===== src/rtl/fdtd_mem_wr_if.sv =====
// AXI4 write-channel bundle (AW, W, B) between the FDTD write master
// and the plugin AXI port.
interface fdtd_mem_wr_if #(
   parameter int AXI4_ADDR_WIDTH = 32,
   parameter int AXI4_DATA_WIDTH = 32,
   parameter int AXI4_ID_WIDTH   = 16,
   parameter int AXI4_USER_WIDTH = 10,
   parameter int AXI_STRB_WIDTH  = AXI4_DATA_WIDTH / 8
);
   logic [AXI4_ID_WIDTH-1:0]   AWID_o;
   logic [AXI4_ADDR_WIDTH-1:0] AWADDR_o;
   logic [7:0]                 AWLEN_o;
   logic [2:0]                 AWSIZE_o;
   logic [1:0]                 AWBURST_o;
   logic                       AWLOCK_o;
   logic [3:0]                 AWCACHE_o;
   logic [2:0]                 AWPROT_o;
   logic [3:0]                 AWREGION_o;
   logic [AXI4_USER_WIDTH-1:0] AWUSER_o;
   logic [3:0]                 AWQOS_o;
   logic                       AWVALID_o;
   logic                       AWREADY_i;

   logic [AXI4_DATA_WIDTH-1:0] WDATA_o;
   logic [AXI_STRB_WIDTH-1:0]  WSTRB_o;
   logic                       WLAST_o;
   logic [AXI4_USER_WIDTH-1:0] WUSER_o;
   logic                       WVALID_o;
   logic                       WREADY_i;

   logic [AXI4_ID_WIDTH-1:0]   BID_i;
   logic [1:0]                 BRESP_i;
   logic [AXI4_USER_WIDTH-1:0] BUSER_i;
   logic                       BVALID_i;
   logic                       BREADY_o;

   modport master (
      output AWID_o, AWADDR_o, AWLEN_o, AWSIZE_o, AWBURST_o, AWLOCK_o,
             AWCACHE_o, AWPROT_o, AWREGION_o, AWUSER_o, AWQOS_o, AWVALID_o,
             WDATA_o, WSTRB_o, WLAST_o, WUSER_o, WVALID_o, BREADY_o,
      input  AWREADY_i, WREADY_i, BID_i, BRESP_i, BUSER_i, BVALID_i
   );

   modport slave (
      input  AWID_o, AWADDR_o, AWLEN_o, AWSIZE_o, AWBURST_o, AWLOCK_o,
             AWCACHE_o, AWPROT_o, AWREGION_o, AWUSER_o, AWQOS_o, AWVALID_o,
             WDATA_o, WSTRB_o, WLAST_o, WUSER_o, WVALID_o, BREADY_o,
      output AWREADY_i, WREADY_i, BID_i, BRESP_i, BUSER_i, BVALID_i
   );
endinterface


===== src/rtl/fdtd_mem_wr.sv =====
// FDTD AXI4 write master: one outstanding INCR burst, AW then streamed W
// with generated WLAST, then B collected into a grant pulse and error flag.
module fdtd_mem_wr #(
   parameter int AXI4_ADDR_WIDTH = 32,
   parameter int AXI4_DATA_WIDTH = 32,
   parameter int AXI4_ID_WIDTH   = 16,
   parameter int AXI4_USER_WIDTH = 10,
   parameter int AXI_STRB_WIDTH  = AXI4_DATA_WIDTH / 8
) (
   input  logic                       ACLK,
   input  logic                       ARESET,
   fdtd_mem_wr_if.master              axi,
   input  logic [7:0]                 axi_lenth_i,
   input  logic                       wr_req_i,
   input  logic [AXI4_ADDR_WIDTH-1:0] wr_word_addr_i,
   input  logic [AXI4_DATA_WIDTH-1:0] wr_data_i,
   input  logic                       wr_dvalid_i,
   output logic                       wr_dready_o,
   output logic                       wr_gnt_o,
   output logic                       wr_err_o
);
   typedef enum logic [1:0] {S_IDLE, S_AW, S_W, S_B} state_t;

   state_t                     state_q, state_d;
   logic [7:0]                 beat_cnt_q, beat_cnt_d;
   logic [7:0]                 awlen_q, awlen_d;
   logic [AXI4_ADDR_WIDTH-1:0] addr_q, addr_d;
   logic                       err_q, err_d;

   logic awvalid, wvalid, wlast, bready, gnt;
   logic unused_b;

   always_ff @(posedge ACLK or posedge ARESET) begin
      if (ARESET) begin
         state_q    <= S_IDLE;
         beat_cnt_q <= 8'd0;
         awlen_q    <= 8'd0;
         addr_q     <= '0;
         err_q      <= 1'b0;
      end else begin
         state_q    <= state_d;
         beat_cnt_q <= beat_cnt_d;
         awlen_q    <= awlen_d;
         addr_q     <= addr_d;
         err_q      <= err_d;
      end
   end

   always_comb begin
      state_d    = state_q;
      beat_cnt_d = beat_cnt_q;
      awlen_d    = awlen_q;
      addr_d     = addr_q;
      err_d      = err_q;
      awvalid    = 1'b0;
      wvalid     = 1'b0;
      wlast      = 1'b0;
      bready     = 1'b0;
      gnt        = 1'b0;
      unique case (state_q)
         S_IDLE: begin
            if (wr_req_i) begin
               addr_d  = wr_word_addr_i;
               // 8-bit wrap: a length of 0 encodes a 256-beat burst
               awlen_d = axi_lenth_i - 8'd1;
               state_d = S_AW;
            end
         end
         S_AW: begin
            awvalid = 1'b1;
            if (axi.AWREADY_i) begin
               beat_cnt_d = 8'd0;
               state_d    = S_W;
            end
         end
         S_W: begin
            wvalid = wr_dvalid_i;
            wlast  = (beat_cnt_q == awlen_q);
            if (wvalid && axi.WREADY_i) begin
               if (wlast) state_d = S_B;
               else beat_cnt_d = beat_cnt_q + 8'd1;
            end
         end
         S_B: begin
            bready = 1'b1;
            if (axi.BVALID_i) begin
               err_d   = (axi.BRESP_i != 2'b00);
               gnt     = 1'b1;
               state_d = S_IDLE;
            end
         end
         default: state_d = S_IDLE;
      endcase
   end

   assign axi.AWID_o     = '0;
   assign axi.AWADDR_o   = addr_q;
   assign axi.AWLEN_o    = awlen_q;
   assign axi.AWSIZE_o   = 3'd2;
   assign axi.AWBURST_o  = 2'b01;
   assign axi.AWLOCK_o   = 1'b0;
   assign axi.AWCACHE_o  = 4'd0;
   assign axi.AWPROT_o   = 3'd0;
   assign axi.AWREGION_o = 4'd0;
   assign axi.AWUSER_o   = '0;
   assign axi.AWQOS_o    = 4'd0;
   assign axi.AWVALID_o  = awvalid;

   assign axi.WDATA_o  = wr_data_i;
   assign axi.WSTRB_o  = '1;
   assign axi.WLAST_o  = wlast;
   assign axi.WUSER_o  = '0;
   assign axi.WVALID_o = wvalid;
   assign axi.BREADY_o = bready;

   assign wr_dready_o = wvalid & axi.WREADY_i;
   assign wr_gnt_o    = gnt;
   // error is presented in the grant cycle itself and then held
   assign wr_err_o    = err_d;

   // single-ID master: BID/BUSER carry nothing it needs
   assign unused_b = ^{axi.BID_i, axi.BUSER_i};
endmodule


===== src/flat_wrapper.sv =====
// flat-port wrapper written by rule: the top's interface ports become plain ports
module fdtd_mem_wr_flat 
#(
   parameter int AXI4_ADDR_WIDTH = 32,
   parameter int AXI4_DATA_WIDTH = 32,
   parameter int AXI4_ID_WIDTH   = 16,
   parameter int AXI4_USER_WIDTH = 10,
   parameter int AXI_STRB_WIDTH  = AXI4_DATA_WIDTH / 8
)
  (ACLK, ARESET, axi_lenth_i, wr_req_i, wr_word_addr_i, wr_data_i, wr_dvalid_i, wr_dready_o, wr_gnt_o, wr_err_o, axi_AWID_o, axi_AWADDR_o, axi_AWLEN_o, axi_AWSIZE_o, axi_AWBURST_o, axi_AWLOCK_o, axi_AWCACHE_o, axi_AWPROT_o, axi_AWREGION_o, axi_AWUSER_o, axi_AWQOS_o, axi_AWVALID_o, axi_WDATA_o, axi_WSTRB_o, axi_WLAST_o, axi_WUSER_o, axi_WVALID_o, axi_BREADY_o, axi_AWREADY_i, axi_WREADY_i, axi_BID_i, axi_BRESP_i, axi_BUSER_i, axi_BVALID_i);
  fdtd_mem_wr_if #(.AXI4_ADDR_WIDTH(AXI4_ADDR_WIDTH), .AXI4_DATA_WIDTH(AXI4_DATA_WIDTH), .AXI4_ID_WIDTH(AXI4_ID_WIDTH), .AXI4_USER_WIDTH(AXI4_USER_WIDTH), .AXI_STRB_WIDTH(AXI_STRB_WIDTH)) axi_i ();
  input  logic ACLK;
  input  logic ARESET;
  input  logic [7:0] axi_lenth_i;
  input  logic wr_req_i;
  input  logic [AXI4_ADDR_WIDTH-1:0] wr_word_addr_i;
  input  logic [AXI4_DATA_WIDTH-1:0] wr_data_i;
  input  logic wr_dvalid_i;
  output logic wr_dready_o;
  output logic wr_gnt_o;
  output logic wr_err_o;
  output wire logic [$bits(axi_i.AWID_o)-1:0] axi_AWID_o;
  output wire logic [$bits(axi_i.AWADDR_o)-1:0] axi_AWADDR_o;
  output wire logic [$bits(axi_i.AWLEN_o)-1:0] axi_AWLEN_o;
  output wire logic [$bits(axi_i.AWSIZE_o)-1:0] axi_AWSIZE_o;
  output wire logic [$bits(axi_i.AWBURST_o)-1:0] axi_AWBURST_o;
  output wire logic [$bits(axi_i.AWLOCK_o)-1:0] axi_AWLOCK_o;
  output wire logic [$bits(axi_i.AWCACHE_o)-1:0] axi_AWCACHE_o;
  output wire logic [$bits(axi_i.AWPROT_o)-1:0] axi_AWPROT_o;
  output wire logic [$bits(axi_i.AWREGION_o)-1:0] axi_AWREGION_o;
  output wire logic [$bits(axi_i.AWUSER_o)-1:0] axi_AWUSER_o;
  output wire logic [$bits(axi_i.AWQOS_o)-1:0] axi_AWQOS_o;
  output wire logic [$bits(axi_i.AWVALID_o)-1:0] axi_AWVALID_o;
  output wire logic [$bits(axi_i.WDATA_o)-1:0] axi_WDATA_o;
  output wire logic [$bits(axi_i.WSTRB_o)-1:0] axi_WSTRB_o;
  output wire logic [$bits(axi_i.WLAST_o)-1:0] axi_WLAST_o;
  output wire logic [$bits(axi_i.WUSER_o)-1:0] axi_WUSER_o;
  output wire logic [$bits(axi_i.WVALID_o)-1:0] axi_WVALID_o;
  output wire logic [$bits(axi_i.BREADY_o)-1:0] axi_BREADY_o;
  input wire logic [$bits(axi_i.AWREADY_i)-1:0] axi_AWREADY_i;
  input wire logic [$bits(axi_i.WREADY_i)-1:0] axi_WREADY_i;
  input wire logic [$bits(axi_i.BID_i)-1:0] axi_BID_i;
  input wire logic [$bits(axi_i.BRESP_i)-1:0] axi_BRESP_i;
  input wire logic [$bits(axi_i.BUSER_i)-1:0] axi_BUSER_i;
  input wire logic [$bits(axi_i.BVALID_i)-1:0] axi_BVALID_i;
  assign axi_AWID_o = axi_i.AWID_o;
  assign axi_AWADDR_o = axi_i.AWADDR_o;
  assign axi_AWLEN_o = axi_i.AWLEN_o;
  assign axi_AWSIZE_o = axi_i.AWSIZE_o;
  assign axi_AWBURST_o = axi_i.AWBURST_o;
  assign axi_AWLOCK_o = axi_i.AWLOCK_o;
  assign axi_AWCACHE_o = axi_i.AWCACHE_o;
  assign axi_AWPROT_o = axi_i.AWPROT_o;
  assign axi_AWREGION_o = axi_i.AWREGION_o;
  assign axi_AWUSER_o = axi_i.AWUSER_o;
  assign axi_AWQOS_o = axi_i.AWQOS_o;
  assign axi_AWVALID_o = axi_i.AWVALID_o;
  assign axi_WDATA_o = axi_i.WDATA_o;
  assign axi_WSTRB_o = axi_i.WSTRB_o;
  assign axi_WLAST_o = axi_i.WLAST_o;
  assign axi_WUSER_o = axi_i.WUSER_o;
  assign axi_WVALID_o = axi_i.WVALID_o;
  assign axi_BREADY_o = axi_i.BREADY_o;
  assign axi_i.AWREADY_i = axi_AWREADY_i;
  assign axi_i.WREADY_i = axi_WREADY_i;
  assign axi_i.BID_i = axi_BID_i;
  assign axi_i.BRESP_i = axi_BRESP_i;
  assign axi_i.BUSER_i = axi_BUSER_i;
  assign axi_i.BVALID_i = axi_BVALID_i;
  fdtd_mem_wr #(.AXI4_ADDR_WIDTH(AXI4_ADDR_WIDTH), .AXI4_DATA_WIDTH(AXI4_DATA_WIDTH), .AXI4_ID_WIDTH(AXI4_ID_WIDTH), .AXI4_USER_WIDTH(AXI4_USER_WIDTH), .AXI_STRB_WIDTH(AXI_STRB_WIDTH)) u_core (.ACLK(ACLK), .ARESET(ARESET), .axi(axi_i), .axi_lenth_i(axi_lenth_i), .wr_req_i(wr_req_i), .wr_word_addr_i(wr_word_addr_i), .wr_data_i(wr_data_i), .wr_dvalid_i(wr_dvalid_i), .wr_dready_o(wr_dready_o), .wr_gnt_o(wr_gnt_o), .wr_err_o(wr_err_o));
endmodule

===== config.mk =====
export PLATFORM = sky130hd
export DESIGN_NAME = fdtd_mem_wr_flat
export DESIGN_NICKNAME = d
export VERILOG_FILES = /design/src/rtl/fdtd_mem_wr_if.sv /design/src/rtl/fdtd_mem_wr.sv /design/src/flat_wrapper.sv
export SDC_FILE = /design/constraint.sdc
export NUM_CORES = 1
export LEC_CHECK = 0
export BUFFER_PORTS_ARGS = -buffer_cell sky130_fd_sc_hd__buf_2
export CAP_MARGIN = 25
export CORE_AREA = 4 4 94 96
export CTS_CLUSTER_SIZE = 30
export DETAILED_ROUTE_END_ITERATION = 10
export DIE_AREA = 0 0 98 100
export PLACE_DENSITY_LB_ADDON = 0.08
export RECOVER_POWER = 25
export SETUP_SLACK_MARGIN = 0.3
export SLEW_MARGIN = 20
export SYNTH_ARGS = -nofsm -noshare
export SYNTH_HDL_FRONTEND = slang
export SYNTH_SLANG_ARGS = --single-unit
export TNS_END_PERCENT = 30

===== constraint.sdc =====
create_clock -name ACLK -period 5.1 [get_ports ACLK]
set_input_delay 0.51 -clock ACLK [delete_from_list [all_inputs] [get_ports ACLK]]
set_output_delay 0.51 -clock ACLK [all_outputs]
set_load 0.1 [all_outputs]

==> results of run 1 <==
## per-stage QoR
stage / hold slack [ps] / utilization, %
floorplan: 501 / -
global placement: 484 / 39.7
finish: 425 / 41.1
CTS: 395 / 40.9
detailed placement: 487 / 39.7
global route: 421 / 41.1
## how the worst min path moves through the flow
stage	endpoint	slack (ps)	depth (start not counted)
finish	u_core.axi.AWLEN_o[0]	420	2
global route	u_core.axi.AWADDR_o[25]	420	2
CTS	u_core.axi.AWADDR_o[15]	400	3
detailed placement	u_core.axi.AWADDR_o[3]	490	1
global placement	u_core.axi.AWADDR_o[3]	480	1
floorplan	u_core.beat_cnt_q[7]	500	2
## per-layer routing
layer	share of wire [%]	up-vias	wire length, um
li1	-	962	-
met1	40	960	2380
met2	47	91	2790
met3	11	22	639
met4	2.9	0	175
met5	0	-	0
## logic make-up after synthesis
group                    Yosys count  synth area share (%)
other                              2                 0.242
flip-flops                        51                  41.1
buffers and inverters            110                  25.0
XOR/XNOR                          13                  3.67
AND/OR/NAND/NOR                   52                  8.31
AO/OA/AOI/OAI                     27                  5.85
adder cells (fa/ha/maj)            7                  2.82
multiplexers                      36                  12.9
## critical path, stage by stage
cell,delay (ps)
buf_2,90
inv_1,40
clkbuf_1,1960
## synthesized netlist by cell type
master	instances	area share (%)
buf_2	1	0.16
o31ai_1	2	0.48
dfrtp_1	51	41
o21ai_1	4	0.65
ha_1	7	2.8
dlygate4sd1_1	1	0.28
o221ai_1	1	0.28
or3_1	1	0.20
a21o_1	1	0.24
xnor2_1	12	3.4
nand4_1	5	1.0
nand2_2	1	0.20
a21oi_1	3	0.48
o211ai_1	3	0.73
o21ba_1	1	0.32
buf_6	1	0.36
buf_1	1	0.12
mux2_2	32	12
o311ai_1	1	0.28
nor2_1	6	0.73
inv_1	9	1.1
o21ai_0	6	0.97
a22o_1	1	0.28
nor3_1	2	0.32
nor2b_1	3	0.61
and2_1	3	0.61
a211o_1	1	0.28
o32a_1	1	0.32
nand2_1	19	2.3
and3_1	1	0.20
xor2_1	1	0.28
o41ai_1	1	0.28
clkbuf_1	4	0.48
mux2i_1	3	0.97
mux2_1	1	0.36
conb_1	2	0.24
or4_1	4	0.97
o21a_1	1	0.24
nand3_1	6	0.97
buf_4	93	23
nor4_1	1	0.20
## layout make-up
class                      count  area, um2
sequential                    51       1280
inverter                       9       33.8
timing repair buffer          97        499
fill                         815       4740
clock inverter                 1       8.76
multi-input combinational    196       1270
clock buffer                   7       86.3
tap                          105        131
## sequential cells by signal, summed over array words and instances, names as in the netlist
name	cells
u_core.err_q	1
u_core.beat_cnt_q	8
u_core.axi.AWADDR_o	32
u_core.state_q	2
u_core.axi.AWLEN_o	8
==> impl_metrics.toml, run 1 <==
[status]
status = "finished with violations"
violations = "max-capacitance violations, max-slew violations"

[setup_path]
cp_data_arrival_time_ps = 2630
cp_data_required_time_ps = 4920
crit_path_max_fanout = 51
r2r_end = "u_core.beat_cnt_q[7]"
worstReg2RegStart = "u_core.state_q[0]"
crit_path_end = "u_core.beat_cnt_q[4]"
critical_path_class = "in -> async"
r2r_cells = 7
end_kind = "async pin"
reg2reg_slack_ps = 2670
crit_start = "ARESET"
crit_path_start_kind = "input pin"

[timing]
finalCriticalPeriod_ps = 2810
hold_viol = 0
fin_setup_tns_ps = 0
relSlewSlack_pct = -85.5
fmax_mhz = 355
setup_viol = 0
tightest_slew_ps = 2780
setup_ws_ps = 2290
drv_slew = 52
rsz0062_at_grt = "false"
fin_worst_skew_ps = 6.76
fin_crit_sh_pct = 55.2

[clock_network]
clockRootBuffer = "clkbuf_8"
post_cts_resize_count = 0
cts_setup_buffers = 0
clock_sinks = 51
htreeDepth = 2
cts_tree = "yes"
cts_hold_buffers = 0
clk_latency_ps = 300
path_clk_slew_ps = 100
cts_buffers = 5
clockBufferDepth = 2

[floorplan]
rows = 33
start_util_pct = 38.5
core_area_um2 = 8050
die_area_um2 = 9800
die_h_um = 100
io_pins = 247
die_width_um = 98

[final_layout]
layout.nets = 474
diodes = 0
syn_to_final_growth_pct = 6.70
final_cells = 466
finalInstanceArea_um2 = 3310
drive_gt1_share_pct = 38.0
final_common_cell = "buf_2"
mostFrequentLayoutCells = "buf_2 (95), conb_1 (61), dfrtp_1 (51)"

[place]
hpwl_um = 4560
placed_cell_area_um2 = 3200
post-place-ws_ps = 2620
io_buffers = 95
dp_cells = 457
place.gp.congestion = 0.703

[yosys]
avgSynthCellArea_um2 = 10.4
ys_seq_area_share_pct = 41.1
yosys_warnings = 0
synthCells = 298
synth_area_um2 = 3100
ys_types = 41
ys_ff_latch = 51

[detailed_routing]
viasPerCell = 4.37
vias = 2035
wl_per_cell_um = 12.8
drt_iter0_markers = 39
totalWireLength_um = 5980
firstDrtPassIters = 4
drc = 0
ant_nets = 0

[hold_path]
hold_start = "axi_lenth_i[0]"
min_path_type = "in -> reg"

[global_routing]
grt_pass1_vias = 1983
grt_overflow = 0
antenna_found_initial = 0
met3_usage_pct = 4.86
top_usage_layer = "met2"
grt_pass1_wl_um = 9400
grt_start_max_net_pins = 52
track_usage_pct = 11.8
globalRouteMet1Util_pct = 14.2
grt_util_met2_pct = 18.8

[job]
maxCapViolCount = 1
Power of run 1 is not shown: default switching activity piles up to over one toggle a cycle in this logic, so the estimate is an artifact.
==> run 2: changes to the inputs <==
- CORE_AREA: 4 4 94 96 -> 4 4 94 105
- DIE_AREA: 0 0 98 100 -> 0 0 98 109
- clock period: 5.1 -> 2.3 ns (I/O delays scaled with it)
==> run 2 against run 1 <==
  * Critical endpoint is now wr_err_o
  * Flip-flop and latch count did not move
  * Global-route usage fell by 0.40 points
  * Register-to-register slack got worse by 2300 ps
  * Hold slack got worse by 290 ps
  * Die area rose by 9.0%
  * The flow now finishes without violations
  * Critical path depth rose by 2
  * Non-clock buffer count rose by 10
  * Sequential share of layout area fell by 2.1 points
==> impl_metrics.toml, run 2 (same netlist as run 1, synthesis figures left out) <==
[final_layout]
syn_to_final_growth_pct = 14.0
drive_gt1_share_pct = 46.4
largest_reg_flops = 32
final_cells = 485
final_common_cell = "buf_2"
layout.nets = 484
nFillCells = 913
mostFrequentLayoutCells = "buf_2 (94), conb_1 (61), dfrtp_1 (39)"
diodes = 0

[setup_path]
crit_path_start_kind = "flop"
end_kind = "primary output"
crit_chain = "buf_4 -> ha_4 -> and2_4 -> a21oi_4 -> buf_2"
critPathSlowestCell = "dfrtp_2"
cp_data_required_time_ps = 2070
critical_path_class = "reg -> out"
crit_path_max_fanout = 3
slowest_delay_ps = 430
cp_data_arrival_time_ps = 1750

[detailed_routing]
viasPerCell = 4.31
ant_nets = 0
firstDrtPassIters = 4
drc = 0
vias = 2090
totalWireLength_um = 6470
drt_iter0_markers = 44
wl_per_cell_um = 13.3

[clock_network]
cts_buffers = 5
cts_tree = "yes"
htreeDepth = 2
clockRootBuffer = "clkbuf_8"
clk_latency_ps = 300
clock_sinks = 51
clockBufferDepth = 2
path_clk_slew_ps = 90

[place]
dp_cells = 472
place.gp.congestion = 0.800
post-place-ws_ps = 242
hpwl_um = 5150
io_buffers = 95

[timing]
setup_viol = 0
hold_viol = 0
rsz0062_at_grt = "true"
finalCriticalPeriod_ps = 1980
fmax_mhz = 506
fin_crit_sh_pct = 86.0
relSlewSlack_pct = 36.0
fin_worst_skew_ps = 8.61
tightest_slew_ps = 959
setup_ws_ps = 322
drv_slew = 0
fin_setup_tns_ps = 0

[floorplan]
die_width_um = 98
die_area_um2 = 10700
rows = 36
start_util_pct = 35.3
die_h_um = 109
core_area_um2 = 8780
io_pins = 247

[status]
status = "finished clean"

[job]
maxCapViolCount = 0

[hold_path]
min_path_type = "in -> reg"

[global_routing]
antenna_found_initial = 0
grt_overflow = 0
grt_start_max_net_pins = 30
grt_pass1_wl_um = 9920
grt_pass1_vias = 2067
track_usage_pct = 11.4
[run 2: cell types whose count changed in the layout (fill, tap and decap cells not counted), moves of 3 or more]
cell	previous run	this run
dfrtp_1	51	39
dfrtp_2	0	12
buf_4	0	8
ha_1	7	4
ha_4	0	3
inv_1	9	6
[run 2: layout make-up]
type | count | area [um2] | area share, %
inverters | 9 | 37.5 | 1.06
repair buffers | 107 | 616 | 17.4
multi-input cells | 196 | 1360 | 38.3
clock buffers | 7 | 86.3 | 2.44
well taps | 114 | 143 | 4.03
flip-flops and latches | 51 | 1290 | 36.5
clock inverters | 1 | 8.76 | 0.248
[run 2: worst paths after layout]
| kind | from | end | slack, ps | depth (start not counted) |
|---|---|---|---|---|
| max in group asynchronous | ARESET | u_core.axi.AWADDR_o[6] | 930 | 4 |
| min in group asynchronous | ARESET | u_core.axi.AWLEN_o[7] | 700 | 3 |
| setup / recovery | u_core.state_q[0] | wr_err_o | 320 | 5 |
| hold / removal | axi_lenth_i[0] | u_core.axi.AWLEN_o[0] | 140 | 2 |
| setup reg to reg | u_core.state_q[0] | u_core.beat_cnt_q[7] | 330 | 7 |
| hold reg to reg | u_core.axi.AWADDR_o[18] | u_core.axi.AWADDR_o[18] | 510 | 1 |
[run 2: metrics by stage]
| stage | area (um2) | util, % | hold slack (ps) |
|---|---|---|---|
| 2_1_floorplan | 3400 | - | 338 |
| 3_3_place_gp | 3370 | 38.4 | 327 |
| 3_5_place_dp | 3370 | 38.4 | 326 |
| 4_1_cts | 3500 | 39.8 | 132 |
| 5_1_grt | 3540 | 40.3 | 140 |
| 6_report | 3540 | 40.3 | 138 |
[run 2: metal layers]
layer | vias up | track usage, % | part of all wire, %
met4 | 0 | 4.45 | 2.4
met3 | 17 | 4.16 | 10
met2 | 114 | 19.7 | 49
met5 | - | 0 | 0
li1 | 981 | - | -
met1 | 978 | 13.0 | 38
[run 2: critical path: cells and delay by family (launching register included)]
kind	cells	cell delay, ps
AOI/OAI and AO/OA	1	110
DFF	1	430
adders and majority gates	1	150
and+or+nand+nor	1	170
buffers and inverters	2	580
[run 2: timing repair]
item,4_1_cts,5_1_grt
hold buffers,1,0
buffers inserted,2,2
hold endpoints to repair,16,0
pin swaps,1,3
setup endpoints to repair,2,8
gates resized for setup,2,8
Power of run 2 is left out for the same reason.
==> run 3: changes to the inputs <==
- RECOVER_POWER: 25 -> unset
==> run 3 against run 2 <==
  * Highest routed layer unchanged
  * Critical path depth is the same
  * Sequential share of layout area is the same
  * Die area stayed put
  * Critical endpoint unchanged
  * Cell count did not move
  * Via count is essentially flat
  * Flip-flop and latch count unchanged
  * Clock skew decreased by 1.8 ps
  * Non-clock buffer count is the same
  * Hold slack worse by 0.81 ps
  * Routed wire length about the same
==> impl_metrics.toml, run 3 (same netlist as run 1, synthesis figures left out) <==
[status]
status = "finished clean"

[clock_network]
cts_buffers = 5
path_clk_slew_ps = 90
htreeDepth = 2
cts_tree = "yes"
clk_latency_ps = 300
clockRootBuffer = "clkbuf_8"
clockBufferDepth = 2
clock_sinks = 51

[final_layout]
drive_gt1_share_pct = 46.6
layout.nets = 484
final_cells = 485
mostFrequentLayoutCells = "buf_2 (94), conb_1 (61), dfrtp_1 (39)"
finalInstanceArea_um2 = 3540
syn_to_final_growth_pct = 14.0
final_common_cell = "buf_2"
diodes = 0
largest_reg_flops = 32
nFillCells = 913

[floorplan]
core_area_um2 = 8780
rows = 36
io_pins = 247
start_util_pct = 35.3
die_area_um2 = 10700
die_h_um = 109
die_width_um = 98

[timing]
setup_viol = 0
fin_worst_skew_ps = 6.83
fin_crit_sh_pct = 86.0
rsz0062_at_grt = "true"
fin_setup_tns_ps = 0
hold_viol = 0
tightest_slew_ps = 531
relSlewSlack_pct = 64.5
drv_slew = 0
fmax_mhz = 505
finalCriticalPeriod_ps = 1980

[detailed_routing]
viasPerCell = 4.31
vias = 2092
ant_nets = 0
wl_per_cell_um = 13.3
drt_iter0_markers = 44
totalWireLength_um = 6470
drc = 0
firstDrtPassIters = 4

[setup_path]
crit_path_max_fanout = 3
end_kind = "primary output"
crit_path_start_kind = "flop"
cp_data_arrival_time_ps = 1750
critical_path_class = "reg -> out"
cp_data_required_time_ps = 2070

[global_routing]
track_usage_pct = 11.4
antenna_found_initial = 0
grt_overflow = 0
grt_pass1_wl_um = 9920
grt_pass1_vias = 2067
grt_start_max_net_pins = 30

[place]
io_buffers = 95
place.gp.congestion = 0.800
placed_cell_area_um2 = 3370
hpwl_um = 5150
dp_cells = 472

[job]
maxCapViolCount = 0

[hold_path]
min_path_type = "in -> reg"
-- run 3: cell counts in the layout (fill, tap and decap cells not counted) --
Identical to the previous run, type by type.
-- run 3: timing repair --
| action | CTS | global route |
|---|---|---|
| setup buffers | 2 | 2 |
| pin swaps | 1 | 3 |
| resized for setup | 2 | 8 |
| hold endpoints to repair | 16 | 0 |
| hold buffers | 1 | 0 |
| setup endpoints to repair | 2 | 8 |
-- run 3: stage by stage --
step           util (%)  hold slack [ps]  setup WS, ps
6_report           40.3              137           321
5_1_grt            40.3              140           251
4_1_cts            39.8              132           313
3_5_place_dp       38.4              326           242
3_3_place_gp       38.4              327           249
2_1_floorplan         -              338           179
-- run 3: cell type report --
class	count	area (um2)	area share [%]
Multi-Input combinational cell	196	1360	38.3
Sequential cell	51	1290	36.5
Timing Repair Buffer	107	616	17.4
Tap cell	114	143	4.03
Clock buffer	7	86.3	2.44
Inverter	9	37.5	1.06
Clock inverter	1	8.76	0.248
-- run 3: metal layers --
metal  part of all wire (%)  track usage (%)
met1                     37             13.0
met2                     49             19.7
met3                     11             4.16
met4                    2.5             4.45
met5                      0                0
-- run 3: worst max-delay path, cell delays in order, from the launching register on --
cell     delay [ps]
dfrtp_2         430
buf_4           150
ha_4            150
and2_4          170
a21oi_4         110
buf_2           430
-- run 3: path summary, 6_finish.rpt --
| kind | slack, ps | cells past startpoint | to | from |
|---|---|---|---|---|
| worst max-delay path | 320 | 5 | wr_err_o | u_core.state_q[0] |
| worst min-delay path | 140 | 2 | u_core.axi.AWLEN_o[0] | axi_lenth_i[0] |
| worst max register to register | 320 | 7 | u_core.beat_cnt_q[7] | u_core.state_q[0] |
| worst min register to register | 510 | 1 | u_core.axi.AWADDR_o[18] | u_core.axi.AWADDR_o[18] |
| max in group asynchronous | 1250 | 4 | u_core.axi.AWADDR_o[6] | ARESET |
| min in group asynchronous | 520 | 3 | u_core.beat_cnt_q[5] | ARESET |
Power of run 3 is left out for the same reason.
